File: config.mk
export PLATFORM = sky130hd
export DESIGN_NAME = jk_ff_driver
export DESIGN_NICKNAME = d
export VERILOG_FILES = /design/src/rtl/jk_pkg.sv /design/src/rtl/jk_tgt_fifo.sv /design/src/rtl/jk_ff_driver.sv
export SDC_FILE = /design/constraint.sdc
export NUM_CORES = 1
export LEC_CHECK = 0
export ABC_AREA = 1
export CAP_MARGIN = 30
export CORE_UTILIZATION = 40
export CTS_CLUSTER_SIZE = 40
export DETAILED_ROUTE_END_ITERATION = 12
export GPL_ROUTABILITY_DRIVEN = 1
export PLACE_DENSITY = 0.64
export SYNTH_ARGS = -nofsm -noshare
export SYNTH_HDL_FRONTEND = slang
export SYNTH_SLANG_ARGS = --single-unit
File: constraint.sdc
create_clock -name clk -period 3.1 [get_ports clk]
set_clock_uncertainty 0.2 [all_clocks]
set_input_delay 0.31 -clock clk [delete_from_list [all_inputs] [get_ports clk]]
set_output_delay 0.31 -clock clk [all_outputs]
set_load 0.03 [all_outputs]
File: src/rtl/jk_pkg.sv
// Shared definitions for the JK flip-flop driver.
//   state_t   : sequencer states (IDLE, DRIVE, CHECK)
//   MODE_SR   : excitation policy set/reset/hold
//   MODE_TOG  : excitation policy toggle/hold
//   jk_excite : {j,k} needed to move a JK flip-flop from q to tgt
package jk_pkg;

   typedef enum logic [1:0] {
      IDLE  = 2'd0,
      DRIVE = 2'd1,
      CHECK = 2'd2
   } state_t;

   localparam logic MODE_SR  = 1'b0;
   localparam logic MODE_TOG = 1'b1;

   // Returns {j,k}. A target equal to the current Q yields 2'b00 in both
   // policies, so the flip-flop simply holds.
   function automatic logic [1:0] jk_excite(input logic tgt,
                                            input logic q,
                                            input logic mode);
      logic d;
      d = tgt ^ q;
      if (mode == MODE_TOG) begin
         return {d, d};
      end
      return {tgt & ~q, ~tgt & q};
   endfunction

endpackage

File: src/rtl/jk_tgt_fifo.sv
// 1-bit wide target FIFO, DEPTH entries (power of two, >= 2).
//   clk, rst   : clock, asynchronous active-low reset
//   push/push_data : write request (ignored while full)
//   pop/pop_data   : read request (ignored while empty), head is pop_data
//   full/empty     : occupancy flags
//   level          : current occupancy, 0..DEPTH
module jk_tgt_fifo #(
   parameter int DEPTH = 4
) (
   input  logic                     clk,
   input  logic                     rst,
   input  logic                     push,
   input  logic                     push_data,
   input  logic                     pop,
   output logic                     pop_data,
   output logic                     full,
   output logic                     empty,
   output logic [$clog2(DEPTH):0]   level
);

   localparam int AW = $clog2(DEPTH);
   localparam logic [AW:0] FULL_LVL = (AW + 1)'(DEPTH);

   logic [DEPTH-1:0] mem;
   logic [AW-1:0]    wr_ptr;
   logic [AW-1:0]    rd_ptr;
   logic             push_ok;
   logic             pop_ok;

   assign full     = (level == FULL_LVL);
   assign empty    = (level == '0);
   // Full blocks a push even when a pop happens in the same cycle.
   assign push_ok  = push & ~full;
   assign pop_ok   = pop & ~empty;
   assign pop_data = mem[rd_ptr];

   // NOTE: storage carries no reset; only pointers and level define validity,
   // so stale bits are never observable.
   always_ff @(posedge clk) begin
      if (push_ok) begin
         mem[wr_ptr] <= push_data;
      end
   end

   // NOTE: sequential state uses non-blocking assignments so every register
   // samples pre-edge values regardless of statement order.
   always_ff @(posedge clk or negedge rst) begin
      if (!rst) begin
         wr_ptr <= '0;
         rd_ptr <= '0;
         level  <= '0;
      end else begin
         // Pointers wrap naturally because DEPTH is a power of two.
         if (push_ok) wr_ptr <= wr_ptr + 1'b1;
         if (pop_ok)  rd_ptr <= rd_ptr + 1'b1;
         case ({push_ok, pop_ok})
            2'b10:   level <= level + 1'b1;
            2'b01:   level <= level - 1'b1;
            default: level <= level;
         endcase
      end
   end

endmodule

File: src/rtl/jk_ff_driver.sv
// Sequencer driving an external JK flip-flop from a queue of desired Q values.
// Each target: pop in IDLE and load the J/K excitation, hold it for one DRIVE
// cycle, then compare the flip-flop output in CHECK and report pass/fail.
//   clk, rst          : clock, asynchronous active-low reset
//   in_valid/in_ready/in_target : target stream (ready = FIFO not full)
//   mode              : 0 set/reset/hold, 1 toggle/hold; sampled at pop
//   q_fb              : Q of the driven flip-flop, same clock domain
//   j, k              : registered excitation
//   busy              : sequencer active or targets pending
//   chk_valid/chk_ok  : one-cycle check result
//   err_cnt           : saturating count of failed checks
//   fifo_level        : current FIFO occupancy
module jk_ff_driver
   import jk_pkg::*;
#(
   parameter int DEPTH = 4,
   parameter int CNT_W = 8
) (
   input  logic                     clk,
   input  logic                     rst,
   input  logic                     in_valid,
   output logic                     in_ready,
   input  logic                     in_target,
   input  logic                     mode,
   input  logic                     q_fb,
   output logic                     j,
   output logic                     k,
   output logic                     busy,
   output logic                     chk_valid,
   output logic                     chk_ok,
   output logic [CNT_W-1:0]         err_cnt,
   output logic [$clog2(DEPTH):0]   fifo_level
);

   localparam logic [CNT_W-1:0] ERR_MAX = '1;

   state_t           state;
   state_t           state_nxt;
   logic             tgt;
   logic             tgt_nxt;
   logic             j_nxt;
   logic             k_nxt;
   logic             chk_valid_nxt;
   logic             chk_ok_nxt;
   logic [CNT_W-1:0] err_cnt_nxt;
   logic             pop;
   logic             head;
   logic             fifo_full;
   logic             fifo_empty;

   jk_tgt_fifo #(.DEPTH(DEPTH)) u_fifo (
      .clk       (clk),
      .rst       (rst),
      .push      (in_valid),
      .push_data (in_target),
      .pop       (pop),
      .pop_data  (head),
      .full      (fifo_full),
      .empty     (fifo_empty),
      .level     (fifo_level)
   );

   assign in_ready = ~fifo_full;
   assign busy     = (state != IDLE) | ~fifo_empty;

   // NOTE: every output of this block gets a default first, so no path leaves
   // a signal unassigned and no latch is inferred.
   always_comb begin
      state_nxt     = state;
      tgt_nxt       = tgt;
      j_nxt         = 1'b0;
      k_nxt         = 1'b0;
      chk_valid_nxt = 1'b0;
      chk_ok_nxt    = chk_ok;
      err_cnt_nxt   = err_cnt;
      pop           = 1'b0;

      case (state)
         IDLE: begin
            if (!fifo_empty) begin
               pop              = 1'b1;
               tgt_nxt          = head;
               {j_nxt, k_nxt}   = jk_excite(head, q_fb, mode);
               state_nxt        = DRIVE;
            end
         end
         DRIVE: begin
            // Flip-flop captures j/k on this edge; drop them back to hold.
            state_nxt = CHECK;
         end
         CHECK: begin
            chk_valid_nxt = 1'b1;
            chk_ok_nxt    = (q_fb == tgt);
            if ((q_fb != tgt) && (err_cnt != ERR_MAX)) begin
               err_cnt_nxt = err_cnt + 1'b1;
            end
            state_nxt = IDLE;
         end
         default: state_nxt = IDLE;
      endcase
   end

   always_ff @(posedge clk or negedge rst) begin
      if (!rst) begin
         state     <= IDLE;
         tgt       <= 1'b0;
         j         <= 1'b0;
         k         <= 1'b0;
         chk_valid <= 1'b0;
         chk_ok    <= 1'b0;
         err_cnt   <= '0;
      end else begin
         state     <= state_nxt;
         tgt       <= tgt_nxt;
         j         <= j_nxt;
         k         <= k_nxt;
         chk_valid <= chk_valid_nxt;
         chk_ok    <= chk_ok_nxt;
         err_cnt   <= err_cnt_nxt;
      end
   end

endmodule

### After elaboration in Yosys (flattened, before gate mapping)

Cells that the tools add are included.

* add/subtract/negate cells: 5
* eq/ne operators: 9
* $lt $le $gt $ge: 3
* bitwise gates (word level): 10
* mux-type cells: 20
* reduce and logical (&&, ||, !) cells: 8

Operator list (number)
* 2-to-1 mux 1 bit: 12
* adder 8 x 1 -> 8 bit (second input constant): 1
* != test 8 bit (second input constant): 1
* less-than comparator 2 x 3 -> 1 bit (second input constant): 2
* 2-to-1 mux 2 bit: 3
* one-hot mux 3 bit (2 select lines): 1
* adder 2 x 1 -> 2 bit (second input constant): 2
* bitwise AND 1 bit: 4
* bitwise mux 4 bit: 1
* equality test 2 x 1 -> 1 bit (second input constant): 2
* equality test 2 bit (second input constant): 2
* inverter 1 bit: 4
* one-hot mux 2 bit (2 select lines): 1
* AND reduction 2 bit: 2
* nonzero test 2 bit: 2
* adder 3 x 1 -> 3 bit (second input constant): 1
* equality test 3 bit (second input constant): 1
* logical NOT 3 bit: 1
* subtractor 3 x 1 -> 3 bit (second input constant): 1
* binary-select mux 1 bit (select 2 bit): 1
* demux 1 bit (select 2 bit): 1
* >= comparator 2 x 1 -> 1 bit (second input constant): 1
* logical AND 1 bit: 2
* logical NOT 2 bit: 1
* 5 further kinds: 5

* register bits after elaboration: 26
* bits of input ports: 6
* output and inout bits: 17
* word-level logic and storage cells: 66

### Depth between registers and ports, before layout

Gate-level depths: netlist (run 1).

* depth in word-level cells: 7
* depth in mapped cells: 11
* gate-level depth less buffers: 11

### Cells and area by module

A second synthesis (run 1) with hierarchy kept.

* cells, all modules: 178
* area, all modules: 1447.6 sq um

By module, submodules not included
* jk_ff_driver: area each 807.0 sq um, instances 1, cells an instance 105, sequential area each 375.4 sq um
* jk_tgt_fifo: area each 640.6 sq um, instances 1, cells an instance 73, sequential area each 295.3 sq um

### Least setup slack after synthesis (run 1)

No wires, ideal clock.

* path kind: register -> register
* start: reg u_fifo.level[1]
* end: reg u_fifo.level[2]
* library setup time: 79 ps
* cell stages (with the launch flop): 11
* period minus slack after synthesis: 2367 ps
* buffers on the path: 0
* path slack: 733 ps
* required time: 2821 ps
* data arrival time: 2088 ps
* cells stage by stage: dfrtp_1 > inv_1 > nand3_1 > nand2_2 > ha_1 > inv_1 > fa_1 > nor2_1 > nor2_1 > nand2_1 > xor2_1

* elaborated cells between the ends (all ways): 14
* classes of those cells: add/sub (2); eq/ne (3); mux (3); bitwise (4); reduce/logical (2)

RTL lines
* start, declared: line jk_tgt_fifo.sv:18 `output logic [$clog2(DEPTH):0] level`
* start signal, assigned: line jk_tgt_fifo.sv:57 `2'b10: level <= level + 1'b1;`
* start signal, assigned: line jk_tgt_fifo.sv:58 `2'b01: level <= level - 1'b1;`
* start signal, assigned: line jk_tgt_fifo.sv:59 `default: level <= level;`
* equality test 3 bit *: line jk_tgt_fifo.sv:30 `assign full = (level == FULL_LVL);`
* inverter 1 bit *
* net in_ready: line jk_ff_driver.sv:22 `output logic in_ready,`
* bitwise AND 1 bit *: line jk_tgt_fifo.sv:33 `assign push_ok = push & ~full;`
* equality test 2 x 1 -> 1 bit / equality test 2 bit (equally long branches): line jk_tgt_fifo.sv:56 `case ({push_ok, pop_ok})`
* one-hot mux 3 bit (2 select lines) / nonzero test 2 bit (equally long branches)

Mark *: on every way through the listed nets, which the timed path passes. The rest lies on a longest branch.
A chain may end at the register's enable or synchronous reset.

### Final worst setup path (run 1)

* start: reg u_fifo.level[0]
* end: out busy

* word-level cells in the longest chain between the ends: 3

Ends and longest elaborated chain
* logical NOT 3 bit: line jk_tgt_fifo.sv:31 `assign empty = (level == '0);`
* inverter 1 bit: line jk_ff_driver.sv:64 `assign busy = (state != IDLE) | ~fifo_empty;`
* OR 1 bit: line jk_ff_driver.sv:64
* end, declared: line jk_ff_driver.sv:28 `output logic busy,`

Every way passes these cells.

==> results of run 1 <==
layer usage:
layer / share of wire / up-vias / global-route usage
met1: 0.49 / 478 / 0.188
met2: 0.46 / 18 / 0.245
met4: 0.017 / 0 / 0.0682
met5: 0 / - / 0
li1: - / 547 / -
met3: 0.031 / 4 / 0.0299
cell usage in the layout, fill, tap and decap left out, types with 2 or more instances in the layout:
master           synthesis  layout
clkdlybuf4s50_1          0      22
nand3_2                  3       3
nor2_2                   2       2
xor2_1                   4       4
inv_1                   23      23
xnor2_1                  3       3
nand2_2                  2       2
edfxtp_1                 4       4
dfrtp_1                 22      22
nor2_1                  16      16
ha_1                     8       8
inv_2                    4       4
o21ai_0                  5       5
nor3_1                   2       2
nand3_1                  8       8
nand2_1                 52      52
clkbuf_4                 0       3
registers in the layout, indices dropped and copies added, names as in the netlist, 2 cells and up:
register       flops
u_fifo.rd_ptr      2
u_fifo.mem         4
state              2
err_cnt            8
u_fifo.level       3
u_fifo.wr_ptr      2
per-stage QoR:
| step | hold WS (ns) | std cells | setup slack (ns) | area, sq um |
|---|---|---|---|---|
| 2_1_floorplan | -0.186 | 163 | 0.733 | 1370 |
| 3_3_place_gp | 0.237 | 230 | 1.02 | 1650 |
| 3_5_place_dp | 0.244 | 230 | 0.955 | 1650 |
| 4_1_cts | 0.126 | 234 | 0.824 | 1700 |
| 5_1_grt | 0.143 | 234 | 0.740 | 1700 |
| 6_report | 0.118 | 234 | 0.854 | 1700 |
layout make-up:
class / instances / area share
Inverter: 28 / 0.0618
Sequential cell: 26 / 0.394
Tap cell: 44 / 0.0324
Timing Repair Buffer: 23 / 0.134
Clock buffer: 4 / 0.0280
Multi-Input combinational cell: 109 / 0.350
kinds of logic (layout without fill, tap and decap cells):
family          after synthesis  after routing  share of synthesized area
buf+inv                      28             55                     0.0767
xor+xnor                      7              7                     0.0447
compound gates                6              6                     0.0219
simple gates                 87             87                      0.279
flops                        26             26                      0.490
fa+ha+maj                     9              9                     0.0877
worst min path at each step:
stage	startpoint	slack [ns]	to	cells after the start
after global routing	rst	0.14	err_cnt[7]	2
after CTS	rst	0.13	err_cnt[7]	2
after detailed placement	state[1]	0.24	state[1]	1
final	rst	0.12	err_cnt[7]	2
after global placement	state[1]	0.24	state[1]	1
after floorplan	rst	-0.19	chk_ok	0
power by group through the flow:
stage          sequential, W  clock (W)  combinational, W
2_1_floorplan       0.000702          0          0.000448
3_3_place_gp        0.000576          0          0.000815
3_5_place_dp        0.000582          0          0.000844
4_1_cts             0.000575   0.000205          0.000851
5_1_grt             0.000591   0.000217          0.000951
6_report            0.000572   0.000200          0.000840
worst max-delay path, stage by stage (launching register included):
cell             delay [ns]
dfrtp_1                0.42
inv_2                  0.07
nand3_1                0.12
inv_1                  0.05
nand2_1                0.08
clkdlybuf4s50_1        0.68
==> results.cfg, run 1 <==
[synth]
synth.avg_cell_area_sq_um = 8.41
synth-edff-count = 4
synth_top_cell_area_share = 0.402
yosysSeqAreaShare = 0.489
ys.flop_type = dfrtp_1
synthTopCellsByCount = nand2_1, inv_1, dfrtp_1
ys_ff_latch = 26
synth_nets = 178
syn_area_sq_mm = 0.00137
yosys.area.top_type = dfrtp_1
synthDistinctLibCells = 20
ys_warn_count = 0
synth-async-reset-ratio = 0.846
synthTopCellsByArea = dfrtp_1, nand2_1, edfxtp_1
syn_inst = 163
yosysMostFrequentCell = nand2_1

[final_layout]
n_fill_cell = 294
layout-drive-gt1-share = 0.0947
regArea_sq_um = 671
antennaDiodeCount = 0
final_util = 0.539
fin_nets = 206
multi_input_area_sq_um = 594
area_growth_pct = 24.1

[die]
fp.dieH_um = 60.5
initial_core_util = 0.435
design.core.area_sq_mm = 0.00315
num_rows = 20
dieArea_sq_mm = 0.00366
die_w_um = 60.5
ios = 23

[cts]
postCtsSetupBuffers = 0
cts-resized-gates = 0
path_clk_slew_ns = 0.15
tritoncts = yes
clock_latency_ns = 0.32
h-tree-depth = 1
cts-root-buf = clkbuf_4
cts_buffers = 3
ctsHoldBuffers = 0
clock_sinks = 26
clock_path_buffers = 2

[power]
combPwrFrac = 0.521
switching_share = 0.440
ir_worst_vdd_uv = 508
pwr-share-clk = 0.124
power_leakage_nw = 0.842
cellPowerDensity_mw_per_mm2 = 948
p_int_w = 0.000903
finalPower_w = 0.00161
p_sw_w = 0.000709
pwr-share-seq = 0.355

[sta]
setup_viol = 0
relSlewSlack = 0.788
final.min_clock_period_ns = 2.25
hold_viol = 0
fin_setup_tns_ns = 0
rsz0062_at_grt = false
drv_slew = 0
tightest_slew_ns = 0.317
max_freq_mhz = 445
final.period_utilization = 0.724

[global_routing]
grt_pass1_wl_um = 4000
antenna_found_initial = 0
grtUsageTotal = 0.148
grt_pass1_vias = 960
grt_max_degree = 23
overflow = 0

[min_path]
hold_path_class = in -> async

[routing]
drc_errors = 0
vias = 1047
via_per_inst = 4.47
drtAntennaViolNets = 0
drtIter0Drc = 26
wire_per_inst_um = 10.2
first_pass_iters = 4
drt-total-wl_um = 2380

[run_status]
status = finished, final reports clean

[critical_path]
r2r_cells = 10
path_class = reg -> out
cp-endpoint = busy
regToRegStartpoint = u_fifo.level[1]
startpoint_type = register
reg2reg_setup_slack_ns = 1.00
reg2reg_to = u_fifo.level[2]
cp.arrival_ns = 1.74
end_kind = primary output
cp_max_fo = 3
required_ns = 2.59
crit_path_start = u_fifo.level[0]

[placed_design]
place_hpwl_um = 1800
port_buffers = 22
gp_congestion = 0.762

[flow_run]
maxCapViolations = 0
No activity file was read; power rests on OpenSTA's default activity.
==> run 2, diff against run 1 <==
Clock period 3.1 ns to 2.21 ns, I/O delays scaled along.
==> run 2 against run 1 <==
Compared with the run above:
- sequential share of layout area is 0.49 points lower
- via count is 2.5% higher
- worst setup slack worse by 0.71 ns
- sequential cell count stayed put
- first-iteration DRC count is 15% higher
- sequential power is 39% higher
- cell count is 1.3% higher
- register-to-register slack worse by 0.86 ns
- global-route usage is 0.95 points higher
- design area is 1.3% higher
- combinational power is 49% higher
- largest power group unchanged
- highest routed layer unchanged
==> results.cfg, run 2 (same netlist as run 1, synthesis figures left out) <==
[power]
combPwrFrac = 0.557
power_leakage_nw = 0.850
ir_worst_vdd_uv = 819
switching_share = 0.448
p_sw_w = 0.00101
pwr-share-seq = 0.354
finalPower_w = 0.00225
cellPowerDensity_mw_per_mm2 = 1310
pwr-share-clk = 0.089
p_int_w = 0.00124

[die]
fp.dieH_um = 60.5
ios = 23
die_w_um = 60.5
design.core.area_sq_mm = 0.00315
initial_core_util = 0.435
dieArea_sq_mm = 0.00366
num_rows = 20

[routing]
wl_met2_um = 1200
via_per_inst = 4.53
drtIter0Drc = 30
highest_layer = met4
vias = 1073
met3_wirelength_um = 112
met1_length_um = 1150
first_pass_iters = 4
drt-total-wl_um = 2480
drc_errors = 0
wire_per_inst_um = 10.5
drtAntennaViolNets = 0

[run_status]
status = finished, final reports clean

[final_layout]
regMostFlops = err_cnt
fin_nets = 209
area_growth_pct = 25.7
final_common_cell = nand2_1
final_util = 0.546
final_cell_mix = nand2_1, inv_1, dfrtp_1
layout-drive-gt1-share = 0.109
largest_reg_flops = 8
antennaDiodeCount = 0
reg_top3 = err_cnt: 8 flops, u_fifo.mem: 4 flops, u_fifo.level: 3 flops

[sta]
setup_viol = 0
max_freq_mhz = 484
hold_viol = 0
relSlewSlack = 0.784
final.period_utilization = 0.935
tightest_slew_ns = 0.322
rsz0062_at_grt = false
final.min_clock_period_ns = 2.07
fin_setup_tns_ns = 0
drv_slew = 0
worst_slack_ns = 0.144

[global_routing]
grt_pass1_vias = 1045
grt_max_degree = 23
overflow = 0
antenna_found_initial = 0
grtUsageTotal = 0.158
grt_pass1_wl_um = 4260

[cts]
clock_sinks = 26
cts-root-buf = clkbuf_4
clock_path_buffers = 2
path_clk_slew_ns = 0.13
cts_buffers = 3
h-tree-depth = 1
tritoncts = yes
clock_latency_ns = 0.31

[critical_path]
cp.arrival_ns = 2.11
required_ns = 2.26
startpoint_type = register
cp_max_fo = 8
end_kind = register
path_class = reg -> reg

[flow_run]
maxCapViolations = 0

[placed_design]
port_buffers = 22
gp_congestion = 0.723
place_hpwl_um = 1900
pre_cts_ws_ns = 0.144

[min_path]
hold_path_class = in -> async
run 2: worst max-delay path, cell delays in order, from the launching register on:
cell and delay, ns:
dfrtp_1 0.41, inv_1 0.16, nand3_4 0.09, nand2_2 0.16
ha_1 0.17, inv_1 0.06, fa_1 0.37, nor2_1 0.12
nor2_1 0.04, nand2_1 0.06, xor2_1 0.15
run 2: final cells by class:
| class | count | area (sq um) |
|---|---|---|
| multi-input combinational | 109 | 612 |
| sequential | 26 | 671 |
| timing repair buffer | 26 | 253 |
| tap | 44 | 55.1 |
| clock buffer | 4 | 26.3 |
| fill | 307 | 1430 |
| inverter | 28 | 105 |
run 2: layer usage:
layer | GRT usage | up-vias
li1 | - | 551
met5 | 0 | -
met3 | 0.0512 | 2
met1 | 0.186 | 499
met2 | 0.284 | 21
met4 | 0.0292 | 0
run 2: stage by stage:
stage          std cells  hold slack, ns  cell area [sq um]
5_1_grt              237          0.0363               1720
3_3_place_gp         230           0.238               1670
4_1_cts              234          0.0395               1690
3_5_place_dp         230           0.241               1670
2_1_floorplan        163          -0.275               1380
6_report             237          0.0411               1720
run 2: final timing paths:
kind                                   end             from  cells past startpoint  slack, ns
setup reg to reg           u_fifo.level[2]  u_fifo.level[1]                     10       0.14
hold / removal                  err_cnt[3]              rst                      2       0.04
max in group asynchronous                j              rst                      2       1.55
min in group clk                  state[1]         state[1]                      1       0.26
setup / recovery           u_fifo.level[2]  u_fifo.level[1]                     10       0.14
hold reg to reg                   state[1]         state[1]                      1       0.26
run 2: power groups by stage:
stage                     registers, W  logic [W]  clock network (W)
final                         0.000796    0.00125           0.000201
after CTS                     0.000813    0.00121           0.000214
after global routing          0.000818    0.00141           0.000230
after detailed placement      0.000822    0.00120                  0
after global placement        0.000813    0.00117                  0
after floorplan               0.000989   0.000644                  0
run 2: what timing repair did:
action | CTS | global route
buffers inserted | 0 | 3
endpoints found under the setup margin | 0 | 2
resized for setup | 0 | 2
hold buffers | 0 | 0
==> run 3, diff against run 2 <==
Settings changed: CORE_UTILIZATION 40 to 50, PLACE_DENSITY 0.64 to 0.77.
==> run 3 against run 2 <==
Compared with the run above:
- first-iteration DRC count decreased by 40%
- sequential power rose by 2%
- die area shrank 19%
- core utilization up 13 points
- via count decreased by 0.28%
- global-route usage up 3.0 points
- cell count is 6.8% lower
- fmax fell by 0.55%
- clock-buffer cell count did not move
- hold slack got worse by 0.0086 ns
- combinational power hardly changed
- register-to-register slack barely moved
==> results.cfg, run 3 (same netlist as run 1, synthesis figures left out) <==
[cts]
clock_sinks = 26
clock_path_buffers = 2
cts-root-buf = clkbuf_4
path_clk_slew_ns = 0.14
tritoncts = yes
clock_latency_ns = 0.32
h-tree-depth = 1
cts_buffers = 3

[power]
finalPower_w = 0.00230
ir_worst_vdd_uv = 979
power_leakage_nw = 0.847
cellPowerDensity_mw_per_mm2 = 1350

[final_layout]
largest_reg_flops = 8
final_cell_mix = nand2_1, inv_1, dfrtp_1
regArea_sq_um = 671
regMostFlops = err_cnt
layout-drive-gt1-share = 0.120
stdcell_area_sq_mm = 0.00171
final_common_cell = nand2_1
multi_input_area_sq_um = 619
antennaDiodeCount = 0
fin_nets = 207
n_fill_cell = 203
area_growth_pct = 24.6
reg_top3 = err_cnt: 8 flops, u_fifo.mem: 4 flops, u_fifo.level: 3 flops

[global_routing]
grt_pass1_vias = 999
antenna_found_initial = 0
grt.met3_usage = 0.0250
grtUsageTotal = 0.188
busiest_layer = met2
grt_max_degree = 23
grt_pass1_wl_um = 4000
grt.met1_usage = 0.250
met2_usage = 0.305
overflow = 0

[die]
ios = 23
fp.dieH_um = 54.3
die_w_um = 54.3
design.core.area_sq_mm = 0.00252
num_rows = 18
initial_core_util = 0.543
dieArea_sq_mm = 0.00295

[routing]
wire_per_inst_um = 11.3
vias = 1070
drc_errors = 0
via_per_inst = 4.84
drt-total-wl_um = 2500
drtAntennaViolNets = 0
drtIter0Drc = 18
first_pass_iters = 4

[critical_path]
cp.arrival_ns = 2.13
startpoint_type = register
cp_max_fo = 8
path_class = reg -> reg
required_ns = 2.26
reg2reg_setup_slack_ns = 0.13
end_kind = register

[sta]
final.min_clock_period_ns = 2.08
drv_slew = 0
final.period_utilization = 0.940
tightest_slew_ns = 0.325
setup_viol = 0
relSlewSlack = 0.783
hold_viol = 0
worst_slack_ns = 0.133
max_freq_mhz = 481

[placed_design]
gp_congestion = 0.755
pre_cts_ws_ns = 0.150
placed_area_sq_mm = 0.00165
place_hpwl_um = 1830
port_buffers = 22

[run_status]
status = finished, final reports clean

[flow_run]
maxCapViolations = 0

[min_path]
hold_path_class = in -> async
## run 3: changes by cell type in the layout (fill, tap and decap cells not counted)
| cell | delta |
|---|---|
| buf_4 | -2 |
| clkbuf_1 | -1 |
| clkbuf_8 | +1 |
| inv_1 | -1 |
| inv_2 | +1 |
| nand3_1 | -1 |
| nand3_2 | +1 |
| nor2_1 | -1 |
| nor2_2 | +1 |
## run 3: layer usage
metal  share of wire  vias up
met5               0        -
met2            0.49       15
met1            0.47      503
met4           0.013        0
met3           0.028        4
li1                -      548
## run 3: area by class of cell
class	instances	area share
tap	30	0.0220
inverter	28	0.0616
clock buffer	4	0.0213
sequential	26	0.393
timing repair buffer	24	0.139
multi-input combinational	109	0.363
## run 3: final timing paths
check	start	to	cells after the start
min in group clk	state[1]	state[1]	1
setup reg to reg	u_fifo.level[2]	u_fifo.level[2]	11
hold / removal	rst	err_cnt[6]	2
hold reg to reg	state[1]	state[1]	1
setup / recovery	u_fifo.level[2]	u_fifo.level[2]	11
max in group asynchronous	rst	u_fifo.level[0]	2
## run 3: critical path, cell delays in order (launching register included)
cell and delay, ns:
dfrtp_1 0.44, inv_1 0.11, nand3_2 0.12, nand2_4 0.08
inv_1 0.09, ha_1 0.14, inv_1 0.06, fa_1 0.38
nor2_1 0.12, nor2_1 0.05, nand2_1 0.07, xor2_1 0.15
## run 3: timing repair
item / CTS / global route
hold buffers: 0 / 0
buffers inserted: 0 / 1
resized for setup: 0 / 5
setup endpoints to repair: 0 / 3
## run 3: metrics by stage
stage,setup TNS [ns],std cells,hold WS [ns],utilization
CTS,0,220,0.0385,0.668
global route,-0.0271,221,0.0741,0.677
global placement,0,216,0.238,0.653
finish,0,221,0.0325,0.677
detailed placement,0,216,0.249,0.653
floorplan,0,163,-0.275,-
## run 3: power breakdown
group          switching [W]  leakage (nW)  total, W  internal [W]
combinational       0.000758         0.512   0.00124      0.000484
clock               0.000142        0.0210  0.000243      0.000101
sequential          0.000143         0.314  0.000813      0.000670
